<file path="src/rtl/cpu_pkg.sv">
// Shared definitions for the multicycle CPU core: opcodes, sequencer states
// and instruction field offsets (measured from the top of the ea field).
package cpu_pkg;

  localparam logic [3:0] OP_NOP   = 4'h0;
  localparam logic [3:0] OP_ADD   = 4'h1;
  localparam logic [3:0] OP_SUB   = 4'h2;
  localparam logic [3:0] OP_NAND  = 4'h3;
  localparam logic [3:0] OP_SHL   = 4'h4;
  localparam logic [3:0] OP_SHR   = 4'h5;
  localparam logic [3:0] OP_MOV   = 4'h6;
  localparam logic [3:0] OP_LDI   = 4'h7;
  localparam logic [3:0] OP_LOAD  = 4'h8;
  localparam logic [3:0] OP_STORE = 4'h9;
  localparam logic [3:0] OP_IN    = 4'hA;
  localparam logic [3:0] OP_OUT   = 4'hB;
  localparam logic [3:0] OP_BR    = 4'hC;
  localparam logic [3:0] OP_JMP   = 4'hD;
  localparam logic [3:0] OP_CALL  = 4'hE;
  localparam logic [3:0] OP_SYS   = 4'hF;

  typedef enum logic [2:0] {
    S_FETCH,
    S_EXEC,
    S_MEM,
    S_IN_WAIT,
    S_OUT_WAIT,
    S_HALT
  } state_e;

  // Word layout: {op[3:0], ra[3:0], rb[3:0], brx, 3'b0, ea[ADDR_W-1:0]};
  // each offset is added to ADDR_W to get the absolute bit position.
  localparam int OP_LSB  = 12;
  localparam int RA_LSB  = 8;
  localparam int RB_LSB  = 4;
  localparam int BRX_BIT = 3;

endpackage

</file>
<file path="src/rtl/cpu_alu.sv">
// Combinational ALU for the multicycle core; flags are derived from the result.
module cpu_alu
  import cpu_pkg::*;
#(
  parameter int DATA_W = 8
) (
  input  logic [3:0]        op_i,
  input  logic [DATA_W-1:0] a_i,
  input  logic [DATA_W-1:0] b_i,
  output logic [DATA_W-1:0] result_o,
  output logic              n_o,
  output logic              z_o
);

  always_comb begin
    result_o = b_i;
    case (op_i)
      OP_ADD:  result_o = a_i + b_i;
      OP_SUB:  result_o = a_i - b_i;
      OP_NAND: result_o = ~(a_i & b_i);
      OP_SHL:  result_o = b_i << 1;
      OP_SHR:  result_o = b_i >> 1;
      default: result_o = b_i;
    endcase
  end

  assign n_o = result_o[DATA_W-1];
  assign z_o = (result_o == '0);

endmodule

</file>
<file path="src/rtl/multicycle_cpu_core.sv">
// Multicycle accumulator-style CPU: FETCH/EXEC/MEM sequencer with valid/ready I/O.
// Define CPU_CALL_STACK_EN to replace the single link register with a return stack.
module multicycle_cpu_core
  import cpu_pkg::*;
#(
  parameter int DATA_W      = 8,
  parameter int ADDR_W      = 8,
  parameter int REG_CNT     = 4,
  parameter int STACK_DEPTH = 4
) (
  input  logic                clk,
  input  logic                rst,
  output logic [ADDR_W-1:0]   imem_addr,
  input  logic [15+ADDR_W:0]  imem_data,
  output logic [ADDR_W-1:0]   dmem_addr,
  output logic [DATA_W-1:0]   dmem_wdata,
  output logic                dmem_we,
  input  logic [DATA_W-1:0]   dmem_rdata,
  input  logic [DATA_W-1:0]   in_data,
  input  logic                in_valid,
  output logic                in_ready,
  output logic [DATA_W-1:0]   out_data,
  output logic                out_valid,
  input  logic                out_ready,
  output logic                halted
);

  localparam int RI_W = (REG_CNT > 1) ? $clog2(REG_CNT) : 1;

  state_e              state_q, state_d;
  logic [ADDR_W-1:0]   pc_q, pc_d, pc_inc;
  logic [15+ADDR_W:0]  ir_q, ir_d;
  logic [DATA_W-1:0]   regs_q [REG_CNT];
  logic [DATA_W-1:0]   regs_d [REG_CNT];
  logic                n_q, n_d, z_q, z_d;
  logic [DATA_W-1:0]   out_data_q, out_data_d;

  logic [3:0]          op;
  logic [RI_W-1:0]     ra_idx, rb_idx;
  logic                brx;
  logic [ADDR_W-1:0]   ea;
  logic [DATA_W-1:0]   ra_val, rb_val, ldi_val, alu_res;
  logic                alu_n, alu_z;
  logic                unused_ir;

  assign op      = ir_q[ADDR_W+OP_LSB +: 4];
  assign ra_idx  = ir_q[ADDR_W+RA_LSB +: RI_W];
  assign rb_idx  = ir_q[ADDR_W+RB_LSB +: RI_W];
  assign brx     = ir_q[ADDR_W+BRX_BIT];
  assign ea      = ir_q[ADDR_W-1:0];
  assign ra_val  = regs_q[ra_idx];
  assign rb_val  = regs_q[rb_idx];
  assign ldi_val = DATA_W'(ea);
  assign pc_inc  = pc_q + ADDR_W'(1);
  assign unused_ir = ^ir_q;

  cpu_alu #(.DATA_W(DATA_W)) u_alu (
    .op_i     (op),
    .a_i      (ra_val),
    .b_i      (rb_val),
    .result_o (alu_res),
    .n_o      (alu_n),
    .z_o      (alu_z)
  );

`ifdef CPU_CALL_STACK_EN
  localparam int SP_W  = (STACK_DEPTH > 1) ? $clog2(STACK_DEPTH) : 1;
  localparam int CNT_W = $clog2(STACK_DEPTH + 1);
  logic [ADDR_W-1:0] stack_q [STACK_DEPTH];
  logic [ADDR_W-1:0] stack_d [STACK_DEPTH];
  logic [SP_W-1:0]   sp_q, sp_d, sp_inc, sp_dec;
  logic [CNT_W-1:0]  cnt_q, cnt_d;

  // sp_q points at the next free slot; a push onto a full stack overwrites the oldest entry
  assign sp_inc = (sp_q == SP_W'(STACK_DEPTH-1)) ? '0 : sp_q + SP_W'(1);
  assign sp_dec = (sp_q == '0) ? SP_W'(STACK_DEPTH-1) : sp_q - SP_W'(1);
`else
  localparam int unused_stack_depth = STACK_DEPTH;
  logic [ADDR_W-1:0] lr_q, lr_d;
`endif

  always_comb begin
    state_d    = state_q;
    pc_d       = pc_q;
    ir_d       = ir_q;
    regs_d     = regs_q;
    n_d        = n_q;
    z_d        = z_q;
    out_data_d = out_data_q;
`ifdef CPU_CALL_STACK_EN
    stack_d    = stack_q;
    sp_d       = sp_q;
    cnt_d      = cnt_q;
`else
    lr_d       = lr_q;
`endif
    case (state_q)
      S_FETCH: begin
        ir_d    = imem_data;
        state_d = S_EXEC;
      end
      S_EXEC: begin
        pc_d    = pc_inc;
        state_d = S_FETCH;
        case (op)
          OP_ADD, OP_SUB, OP_NAND, OP_SHL, OP_SHR: begin
            regs_d[ra_idx] = alu_res;
            n_d = alu_n;
            z_d = alu_z;
          end
          OP_MOV:  regs_d[ra_idx] = alu_res;
          OP_LDI:  regs_d[ra_idx] = ldi_val;
          OP_LOAD: state_d = S_MEM;
          OP_IN:   state_d = S_IN_WAIT;
          OP_OUT: begin
            out_data_d = ra_val;
            state_d    = S_OUT_WAIT;
          end
          OP_BR:   if (brx ? n_q : z_q) pc_d = ea;
          OP_JMP:  pc_d = ea;
          OP_CALL: begin
            pc_d = ea;
`ifdef CPU_CALL_STACK_EN
            stack_d[sp_q] = pc_inc;
            sp_d = sp_inc;
            if (cnt_q != CNT_W'(STACK_DEPTH)) cnt_d = cnt_q + CNT_W'(1);
`else
            lr_d = pc_inc;
`endif
          end
          OP_SYS: begin
            if (brx) begin
              state_d = S_HALT;
            end else begin
`ifdef CPU_CALL_STACK_EN
              if (cnt_q == '0) begin
                pc_d    = pc_q;
                state_d = S_HALT;
              end else begin
                pc_d  = stack_q[sp_dec];
                sp_d  = sp_dec;
                cnt_d = cnt_q - CNT_W'(1);
              end
`else
              pc_d = lr_q;
`endif
            end
          end
          default: ;
        endcase
      end
      S_MEM: begin
        regs_d[ra_idx] = dmem_rdata;
        state_d        = S_FETCH;
      end
      S_IN_WAIT: begin
        if (in_valid) begin
          regs_d[ra_idx] = in_data;
          state_d        = S_FETCH;
        end
      end
      S_OUT_WAIT: if (out_ready) state_d = S_FETCH;
      S_HALT:     ;
      default:    state_d = S_FETCH;
    endcase
  end

  always_ff @(posedge clk or posedge rst) begin
    if (rst) begin
      state_q    <= S_FETCH;
      pc_q       <= '0;
      ir_q       <= '0;
      n_q        <= 1'b0;
      z_q        <= 1'b0;
      out_data_q <= '0;
      for (int i = 0; i < REG_CNT; i++) regs_q[i] <= '0;
`ifdef CPU_CALL_STACK_EN
      for (int i = 0; i < STACK_DEPTH; i++) stack_q[i] <= '0;
      sp_q  <= '0;
      cnt_q <= '0;
`else
      lr_q  <= '0;
`endif
    end else begin
      state_q    <= state_d;
      pc_q       <= pc_d;
      ir_q       <= ir_d;
      n_q        <= n_d;
      z_q        <= z_d;
      out_data_q <= out_data_d;
      regs_q     <= regs_d;
`ifdef CPU_CALL_STACK_EN
      stack_q <= stack_d;
      sp_q    <= sp_d;
      cnt_q   <= cnt_d;
`else
      lr_q    <= lr_d;
`endif
    end
  end

  // Handshake outputs decode straight from state so reset drops them immediately.
  // in/out follow valid/ready: a transfer happens on a rising edge where both are high.
  assign imem_addr  = pc_q;
  assign dmem_addr  = ea;
  assign dmem_wdata = ra_val;
  assign dmem_we    = (state_q == S_EXEC) && (op == OP_STORE);
  assign in_ready   = (state_q == S_IN_WAIT);
  assign out_valid  = (state_q == S_OUT_WAIT);
  assign out_data   = out_data_q;
  assign halted     = (state_q == S_HALT);

endmodule

</file>
<file path="config.mk">
export PLATFORM = sky130hd
export DESIGN_NAME = multicycle_cpu_core
export DESIGN_NICKNAME = d
export VERILOG_FILES = /design/src/rtl/cpu_pkg.sv /design/src/rtl/cpu_alu.sv /design/src/rtl/multicycle_cpu_core.sv
export SDC_FILE = /design/constraint.sdc
export NUM_CORES = 1
export LEC_CHECK = 0
export CORE_MARGIN = 4
export CORE_UTILIZATION = 50
export DETAILED_ROUTE_END_ITERATION = 10
export DONT_BUFFER_PORTS = 1
export PLACE_DENSITY_LB_ADDON = 0.08
export SLEW_MARGIN = 20
export SYNTH_ARGS = -nofsm -noshare
export SYNTH_HDL_FRONTEND = slang
export SYNTH_HIERARCHICAL = 1
export SYNTH_SLANG_ARGS = --single-unit
</file>
<file path="constraint.sdc">
create_clock -name clk -period 6.6 [get_ports clk]
set_clock_uncertainty 0.05 [all_clocks]
set_input_delay 0.66 -clock clk [delete_from_list [all_inputs] [get_ports clk]]
set_output_delay 0.66 -clock clk [all_outputs]
set_load 0.1 [all_outputs]
</file>
# Word-level counts from Yosys, hierarchy flattened
# Cells that the tools add are included.
# classes
magnitude_cmp	3
eq_ne	23
n_reduce_logical	13
mux	25
n_addsub	3
bitwise	5
# op_table
cell	n
$bwmux 32	4
$pmux 32 s3	1
$pmux 32 s2	1
$mux 8	7
$pmux 8 s5	1
$bmux 8 s2	2
$eq 4x4->1 const B	8
$mux 32	1
$pmux 8 s3	1
$demux 8 s2	1
$eq 4x3->1 const B	4
$pmux 3 s5	1
$pmux 3 s4	1
$mux 3	3
$add 8x1->8 const B	1
$add 8x8->8	1
$and 8x8->8	1
$eq 4x2->1 const B	2
$logic_not 8->1	1
$not 8->8	1
$sub 8x8->8	1
$eq 3x2->1 const B	2
$eq 3x3->1 const B	2
$ge 3x3->1 const B	2
other kinds (17)	22
# word_totals
output_inout_bits	36
register_bits	85
word_cells	83
inputBits	44

# Logic depth before layout (Yosys ltp)
# Gate-level depths: netlist (run 1).
# logic_depth
ltp_word	10
depth_mapped	17
ltp_nobuf	14

# By module
# Netlist (run 1), hierarchy kept.
# modules_own_cells
module	seq_area_each_um2	n_inst	cells_each	area_each_um2
multicycle_cpu_core	1951.9	1	346	4299.1
cpu_alu	0.0	1	143	993.5

# Worst setup path before layout (run 1)
# OpenSTA, ideal clock, no wires.
# synth_path
kind	register -> output
start	register state_q[1]
end	output dmem_we
required_ns	5.890
stages_incl_launch_ff	5
t_arrival_ns	3.261
setup_slack_ns	2.629
cell_sequence	dfrtp_1 buf_2 nor3b_2 nand3_1 nor3b_1
# synth_between
elab_chain_cells	2
# synth_rtl
item	line_no	text
start: declaration	multicycle_cpu_core.sv:30	state_e state_q, state_d;
start signal: assignment	multicycle_cpu_core.sv:185	state_q <= state_d;
$eq 3x1->1	multicycle_cpu_core.sv:207	assign dmem_we = (state_q == S_EXEC) && (op == OP_STORE);
$logic_and 1x1->1	multicycle_cpu_core.sv:207	
end: declaration	multicycle_cpu_core.sv:17	output logic dmem_we,
# No other way between the ends.

==> results of run 1 <==
==> cell families after synthesis <==
logic type / Yosys count / synth area share [%]
AND/OR/NAND/NOR: 123 / 13.74
multiplexers: 100 / 25.15
AO/OA/AOI/OAI: 98 / 12.74
flip-flops: 78 / 36.88
buffers and inverters: 63 / 6.076
XOR/XNOR: 15 / 2.482
adder cells (fa/ha/maj): 12 / 2.931
==> critical path, cell delays in order (launching register included) <==
cell,delay (ns)
dfrtp_1,0.70
mux4_2,0.71
inv_1,0.11
ha_1,0.24
nor2_1,0.09
xnor2_1,0.15
ha_1,0.34
o21ai_0,0.10
a21oi_1,0.20
o21ai_0,0.13
nor3b_1,0.17
o31ai_1,0.67
mux2i_1,0.16
mux2i_1,0.39
mux2_2,0.24
==> how the worst max path moves through the flow <==
stage,slack [ns],depth (start not counted),to
4_1_cts,2.09,14,flip-flop
6_report,2.08,14,flip-flop
3_5_place_dp,2.12,14,flip-flop
2_1_floorplan,2.63,4,dmem_we
5_1_grt,1.74,14,flip-flop
3_3_place_gp,2.22,14,flip-flop
==> layer usage <==
| layer | vias to the layer above | GRT usage, % | wire (um) |
|---|---|---|---|
| li1 | 1768 | - | - |
| met1 | 1931 | 32.90 | 6311 |
| met2 | 110 | 33.13 | 6046 |
| met3 | 13 | 4.421 | 694 |
| met4 | 0 | 5.829 | 182 |
| met5 | - | 0 | 0 |
==> stage by stage <==
| step | instances | util (%) | instance area (um^2) | hold WS, ns |
|---|---|---|---|---|
| detailed placement | 591 | 51.68 | 5335 | 0.4453 |
| CTS | 607 | 53.52 | 5525 | 0.3554 |
| floorplan | 489 | - | 5293 | 0.4286 |
| global route | 607 | 53.56 | 5529 | 0.3536 |
| global placement | 591 | 51.68 | 5335 | 0.4421 |
| finish | 607 | 53.56 | 5529 | 0.3181 |
==> Yosys cell counts, drive strengths merged (3+ instances only) <==
master	n	area, um^2
or3	3	23.77
dfrtp	78	1952
nor3	13	70.07
inv	20	75.07
mux2	56	690.7
nand2	25	93.84
ha	10	125.1
and3	3	18.77
nor2b	4	32.53
or4	3	22.52
o21ai	23	115.1
nand2b	5	31.28
clkbuf	13	48.80
nand4	5	31.28
mux2i	28	280.3
buf	30	197.7
a2111oi	3	26.28
o22ai	3	18.77
a211o	4	35.03
nand3	9	45.04
a21boi	3	22.52
mux4	16	360.4
o21a	4	30.03
a31oi	3	18.77
nor3b	11	87.58
xnor2	13	113.9
nor4b	4	65.07
nor2	25	96.35
a21oi	21	105.1
a221oi	7	67.56
a22oi	3	22.52
a211oi	4	30.03
and2	5	33.78
==> final cells by class <==
| class | count | area share (%) |
|---|---|---|
| clock buffer | 10 | 2.308 |
| clock inverter | 6 | 1.131 |
| inverter | 20 | 1.380 |
| multi-input combinational | 348 | 54.88 |
| sequential | 78 | 35.30 |
| tap | 136 | 3.078 |
| timing repair buffer | 9 | 1.924 |
==> impl_metrics.tcl, run 1 <==
set metrics [dict create \
    fin_crit_sh_pct 68.42 \
    crit_fanout 9 \
    num_rows 37 \
    multi_input_area_um2 3034 \
    crit_type "flip-flop to flip-flop" \
    routed_via_density 6.297 \
    finalCriticalPeriod_ns 4.516 \
    fin_tns_setup_ns 0 \
    cts_sinks 78 \
    grt_pass1_vias 3865 \
    ys_async_sr_fraction_pct 100.0 \
    antenna_left 0 \
    grt-ovfl-total 0 \
    yosysUniqueCellTypes 70 \
    core_um2 10320 \
    end_kind "flip-flop" \
    timing.rr.start "ir_q[12]" \
    fin_ws_ns 2.084 \
    seqCellArea_um2 1952 \
    rsz0062_at_grt "no" \
    status "finished clean" \
    final_cell_mix "dfrtp_1 (78), mux2_2 (40), mux2i_1 (28)" \
    track_usage_pct 22.15 \
    dp_slack_ns 2.123 \
    grt_max_degree 79 \
    slew_viol_final 0 \
    syn-num-nets 544 \
    reg2reg_slack_ns 2.08 \
    synth_ff_type "dfrtp_1" \
    gp_congestion 0.8667 \
    dieArea_um2 12300 \
    final_layout_size_suffix_gt1_share_pct 23.99 \
    post-cts-setup-buffers 0 \
    critPathLaunch "ir_q[12]" \
    tritoncts "yes" \
    yosys_register_bits 78 \
    cts_resized 0 \
    setup-violations-final 0 \
    layout.nets 521 \
    final_common_cell "dfrtp_1" \
    clk_latency_ns 0.36 \
    h-tree-depth 3 \
    drcViolationCount 0 \
    synth_area_um2 5293 \
    ys_warn_count 6 \
    root_buffer "clkbuf_8" \
    cts_buffer_depth 2 \
    startpoint_type "flip-flop" \
    hold_viol 0 \
    cts_buffers 9 \
    hold_path.class "input pin to async pin" \
    cts_hold_buffers 0 \
    syn_to_final_growth_pct 4.468 \
    clk_pin_slew_ns 0.08 \
    antenna_found_initial 0 \
    postSynthAreaPerCell_um2 10.82 \
    required_ns 6.84 \
    wl_per_cell_um 21.80 \
    grt_pass1_wl_um 21620 \
    fillers 951 \
    die_w_um 110.9 \
    die_h_um 110.9 \
    initialDrtViolationCount 240 \
    clock.fmax_ghz 0.2214 \
    worst_slew_pin_slew_ns 1.099 \
    portBuffers 0 \
    vias 3822 \
    dp.final_hpwl_um 9494 \
    max-slew-margin-rel_pct 26.73 \
    antenna_cells 0 \
    routed_wl_um 13240 \
    ys_seq_area_share_pct 36.88 \
    ios 80 \
    drv_cap 0 \
    cp.arrival_ns 4.76 \
    synth_edf_count 0 \
    start_util_pct 51.27 \
    netlist_instances 489 \
    first_pass_iters 4 \
    ff2ff_path_depth 14 \
]
Power of run 1 is left out: the tool's default activity adds up to more than one toggle a clock period on the data nets, which glitch-free logic cannot reach.
==> run 2: changes to the inputs <==
Clock period 6.6 ns to 3.9 ns, I/O delays scaled along.
==> run 2 against run 1 <==
Net effect:
- sequential share of layout area down 2.6 points
- routed wire length up 4.4%
- register-to-register slack lost 2.0 ns
- highest routed layer unchanged
- global-route usage is 0.56 points higher
- fmax rose by 19%
- die area unchanged
- hold slack lost 0.29 ns
- via count is 4.8% higher
- setup slack worse by 2.0 ns
- first-iteration DRC count grew 2.5%
- critical path depth shrank 2
==> impl_metrics.tcl, run 2 (synthesis results as in run 1) <==
set metrics [dict create \
    status "finished clean" \
    cts_buffer_depth 2 \
    clock.fmax_ghz 0.2640 \
    hold_path.class "input pin to async pin" \
    fin_crit_sh_pct 97.11 \
    initialDrtViolationCount 246 \
    holdWs_ns 0.03078 \
    track_usage_pct 22.71 \
    dp.final_hpwl_um 10140 \
    antenna_cells 0 \
    grt_pass1_wl_um 22120 \
    core_um2 10320 \
    routed_wl_um 13820 \
    startpoint_type "flip-flop" \
    wl_per_cell_um 21.06 \
    hold_viol 0 \
    drcViolationCount 0 \
    antenna_left 0 \
    clk_latency_ns 0.35 \
    vias 4005 \
    ios 80 \
    tritoncts "yes" \
    die_h_um 110.9 \
    crit_slowest_cell "mux4_2" \
    cts_sinks 78 \
    rsz0062_at_grt "yes" \
    placedCellCount 637 \
    die_w_um 110.9 \
    drv_cap 0 \
    slowest_delay_ns 0.58 \
    path_cells "mux4_2 -> inv_2 -> ha_4 -> mux2_2 -> fa_2 -> maj3_1 -> a22oi_1 -> o32a_1 -> a2111o_1 -> a211o_1 -> nor4_2 -> mux2_2" \
    dieArea_um2 12300 \
    final_layout_size_suffix_gt1_share_pct 34.04 \
    final_cell_mix "dfrtp_1 (77), buf_4 (55), mux2_2 (40)" \
    stdcell_area_um2 5973 \
    setup-violations-final 0 \
    gp_congestion 0.8708 \
    end_kind "flip-flop" \
    final_common_cell "dfrtp_1" \
    crit_fanout 6 \
    start_util_pct 51.27 \
    antenna_found_initial 0 \
    critPathBufInv 1 \
    cp.arrival_ns 4.03 \
    portBuffers 0 \
    first_pass_iters 4 \
    cp_top_family "multiplexers" \
    reg2reg_slack_ns 0.11 \
    slew_viol_final 0 \
    worst_slew_pin_slew_ns 1.095 \
    cpMostUsedCell "mux2_2" \
    fin_tns_setup_ns 0 \
    h-tree-depth 3 \
    routed_via_density 6.105 \
    cts_buffers 9 \
    syn_to_final_growth_pct 12.86 \
    grt_max_degree 52 \
    cts_hold_buffers 0 \
    num_rows 37 \
    placed_area_um2 5680 \
    layout.nets 571 \
    grt_pass1_vias 3957 \
    clk_pin_slew_ns 0.09 \
    required_ns 4.14 \
    finalCriticalPeriod_ns 3.787 \
    final_cells 656 \
    max-slew-margin-rel_pct 26.99 \
    grt-ovfl-total 0 \
    root_buffer "clkbuf_8" \
    crit_type "flip-flop to flip-flop" \
]
-- run 2: changes by cell type in the layout (fill, tap and decap cells not counted), moves of 2 or more --
| cell | previous run | this run |
|---|---|---|
| clkinvlp_4 | 3 | 1 |
| nor3_1 | 11 | 8 |
| nor3_2 | 2 | 5 |
| inv_2 | 0 | 2 |
| mux2i_1 | 28 | 26 |
| inv_1 | 19 | 17 |
| buf_4 | 6 | 55 |
-- run 2: metal layers --
layer | GRT usage, % | vias to the layer above | part of all wire [%]
met2 | 34.30 | 101 | 46
met1 | 34.12 | 2030 | 48
met3 | 4.585 | 10 | 5.1
li1 | - | 1864 | -
met4 | 4.269 | 0 | 0.92
met5 | 0 | - | 0
-- run 2: worst reg2reg max path, delay by kind of cell (launching register included) --
kind                     cells  cell delay (ns)
AND/OR/NAND/NOR              1             0.16
flip-flops                   1             0.46
multiplexers                 3             1.06
AO/OA/AOI/OAI                4             0.99
buffers and inverters        1             0.11
adder cells (fa/ha/maj)      3             0.91
-- run 2: final cells by class --
type / instances / area [um^2]
Clock inverter: 5 / 60.06
Tap cell: 136 / 170.2
Timing Repair Buffer: 59 / 485.5
Sequential cell: 78 / 1953
Multi-Input combinational cell: 348 / 3100
Inverter: 20 / 76.32
Clock buffer: 10 / 127.6
Fill cell: 889 / 4350
-- run 2: worst paths after layout --
check / from / end / depth (start not counted)
worst max-delay path: ir_q[12] / z_q / 12
worst min-delay path: rst / async pin / 1
worst max register to register: ir_q[12] / z_q / 12
worst min register to register: lr_q[1] / lr_q[1] / 1
max in group asynchronous: rst / ir_q[12] / 2
min in group clk: imem_data[23] / ir_q[23] / 2
-- run 2: timing repair --
| action | 4_1_cts | 5_1_grt |
|---|---|---|
| resized for setup | 2 | 17 |
| endpoints found under the setup margin | 8 | 13 |
| pin swaps | 0 | 6 |
| setup buffers | 0 | 4 |
-- run 2: per-stage QoR --
| step | setup WS (ns) | util (%) |
|---|---|---|
| after global placement | 0.03142 | 55.02 |
| after global routing | -0.03130 | 57.86 |
| after detailed placement | -0.02322 | 55.02 |
| after CTS | 0.05658 | 56.90 |
| after floorplan | 0.1983 | - |
| final | 0.1127 | 57.86 |
Power of run 2 is left out for the same reason.
==> run 3: changes to the inputs <==
Settings changed: PLACE_DENSITY set to 0.68, PLACE_DENSITY_LB_ADDON 0.08 to unset.
==> run 3 against run 2 <==
Net effect:
- final area shrank 2.0%
- core utilization is 1.2 points lower
- hold slack improved by 0.059 ns
- final cell count fell by 1.5%
- die area is the same
- non-clock buffer count fell by 11
- global-route usage shrank 0.44 points
- clock-buffer cell count unchanged
- fmax grew 0.86%
- sequential share of layout area up 0.66 points
- register-to-register slack improved by 0.03 ns
- via count rose by 0.60%
==> impl_metrics.tcl, run 3 (synthesis results as in run 1) <==
set metrics [dict create \
    grt_pass1_vias 4042 \
    syn_to_final_growth_pct 10.61 \
    cp.depth 15 \
    rsz0062_at_grt "no" \
    cts_sinks 78 \
    cp.arrival_ns 3.95 \
    core_um2 10320 \
    die_w_um 110.9 \
    dieArea_um2 12300 \
    seqCellArea_um2 1953 \
    post-cts-setup-buffers 0 \
    antenna_found_initial 0 \
    clock.fmax_ghz 0.2663 \
    hold_path.class "input pin to flip-flop" \
    wl_per_cell_um 20.99 \
    max-slew-margin-rel_pct 23.40 \
    track_usage_pct 22.28 \
    grt_pass1_wl_um 21720 \
    startpoint_type "flip-flop" \
    routed_via_density 6.237 \
    critPathLaunch "ir_q[12]" \
    dp.final_hpwl_um 10190 \
    fillers 881 \
    tritoncts "yes" \
    end_kind "flip-flop" \
    root_buffer "clkbuf_8" \
    ff2ff_path_depth 15 \
    setup-violations-final 0 \
    reg2reg_slack_ns 0.15 \
    slew_viol_final 0 \
    gp_congestion 0.8949 \
    required_ns 4.09 \
    hold_viol 0 \
    final_cell_mix "dfrtp_1 (77), buf_4 (45), mux2_2 (40)" \
    status "finished clean" \
    antenna_cells 0 \
    finalCriticalPeriod_ns 3.755 \
    crit_type "flip-flop to flip-flop" \
    critPathBufInv 3 \
    clk_pin_slew_ns 0.08 \
    start_util_pct 51.27 \
    slowest_delay_ns 0.56 \
    portBuffers 0 \
    ios 80 \
    cpMostUsedCell "buf_4" \
    grt-ovfl-total 0 \
    layout.nets 560 \
    fin_crit_sh_pct 96.28 \
    grt_max_degree 44 \
    h-tree-depth 3 \
    path_cells "mux4_2 -> buf_4 -> nor3_1 -> a21oi_1 -> xnor2_1 -> ha_1 -> and3_1 -> a221oi_2 -> and3b_1 -> nor3_1 -> buf_4 -> mux2i_1 -> mux2i_1 -> buf_4 -> mux2_4" \
    fin_tns_setup_ns 0 \
    drv_cap 0 \
    clk_latency_ns 0.36 \
    crit_fanout 7 \
    vias 4029 \
    die_h_um 110.9 \
    multi_input_area_um2 3067 \
    cts_buffer_depth 2 \
    cp_top_family "multiplexers" \
    initialDrtViolationCount 330 \
    final_layout_size_suffix_gt1_share_pct 31.37 \
    routed_wl_um 13560 \
    crit_slowest_cell "mux4_2" \
    drcViolationCount 0 \
    antenna_left 0 \
    final_common_cell "dfrtp_1" \
    worst_slew_pin_slew_ns 1.149 \
    cts_buffers 9 \
    timing.rr.start "ir_q[12]" \
    first_pass_iters 5 \
    num_rows 37 \
]
## run 3: cell types whose count changed in the layout (fill, tap and decap cells not counted), moves of 2 or more
| cell | previous run | this run |
|---|---|---|
| buf_4 | 55 | 45 |
| buf_6 | 2 | 0 |
| clkinvlp_4 | 1 | 3 |
| inv_1 | 17 | 19 |
| inv_2 | 2 | 0 |
| nor3_1 | 8 | 10 |
| nor3_2 | 5 | 3 |
## run 3: how the worst min path moves through the flow
stage | cells after the start | endpoint | startpoint
2_1_floorplan | 1 | z_q | z_q
3_3_place_gp | 1 | ir_q[17] | rst
3_5_place_dp | 1 | ir_q[17] | rst
4_1_cts | 2 | ir_q[4] | imem_data[4]
5_1_grt | 2 | ir_q[2] | imem_data[2]
6_report | 2 | ir_q[4] | imem_data[4]
## run 3: what timing repair did
action | 4_1_cts | 5_1_grt
hold buffers | 1 | 0
cloned | 0 | 0
endpoints found under the setup margin | 2 | 18
hold endpoints to repair | 42 | 0
gates resized for setup | 1 | 8
## run 3: area by class of cell
| type | instances | share of cell area [%] |
|---|---|---|
| clock inverters | 6 | 1.069 |
| inverters | 20 | 1.304 |
| multi-input cells | 348 | 52.38 |
| well taps | 136 | 2.907 |
| flip-flops and latches | 78 | 33.36 |
| clock buffers | 10 | 2.180 |
| repair buffers | 48 | 6.796 |
## run 3: per-layer routing
layer	wire, um	share of wire (%)	track usage [%]	vias up
met1	6083	45	30.52	2033
met3	970	7.2	6.004	25
met5	0	0	0	-
met2	6224	46	34.18	125
li1	-	-	-	1846
met4	282	2.1	7.718	0
## run 3: worst reg2reg max path, stage by stage, from the launching register on
cell and delay (ns):
dfrtp_2 0.43, mux4_2 0.56, buf_4 0.19, nor3_1 0.23, a21oi_1 0.14, xnor2_1 0.15, ha_1 0.30, and3_1 0.17
a221oi_2 0.34, and3b_1 0.20, nor3_1 0.05, buf_4 0.15, mux2i_1 0.13, mux2i_1 0.12, buf_4 0.16, mux2_4 0.26
## run 3: per-stage QoR
| stage | utilization [%] | hold slack [ns] | area [um^2] | std cells | setup slack [ns] |
|---|---|---|---|---|---|
| final | 56.71 | 0.08948 | 5854 | 646 | 0.1452 |
| after global placement | 54.44 | 0.3561 | 5620 | 629 | 0.09072 |
| after detailed placement | 54.44 | 0.3628 | 5620 | 629 | 0.03223 |
| after global routing | 56.71 | 0.08437 | 5854 | 646 | 0.002508 |
| after floorplan | - | 0.4286 | 5294 | 489 | 0.1983 |
| after CTS | 56.44 | 0.08196 | 5827 | 646 | 0.04812 |
Power of run 3 is left out for the same reason.
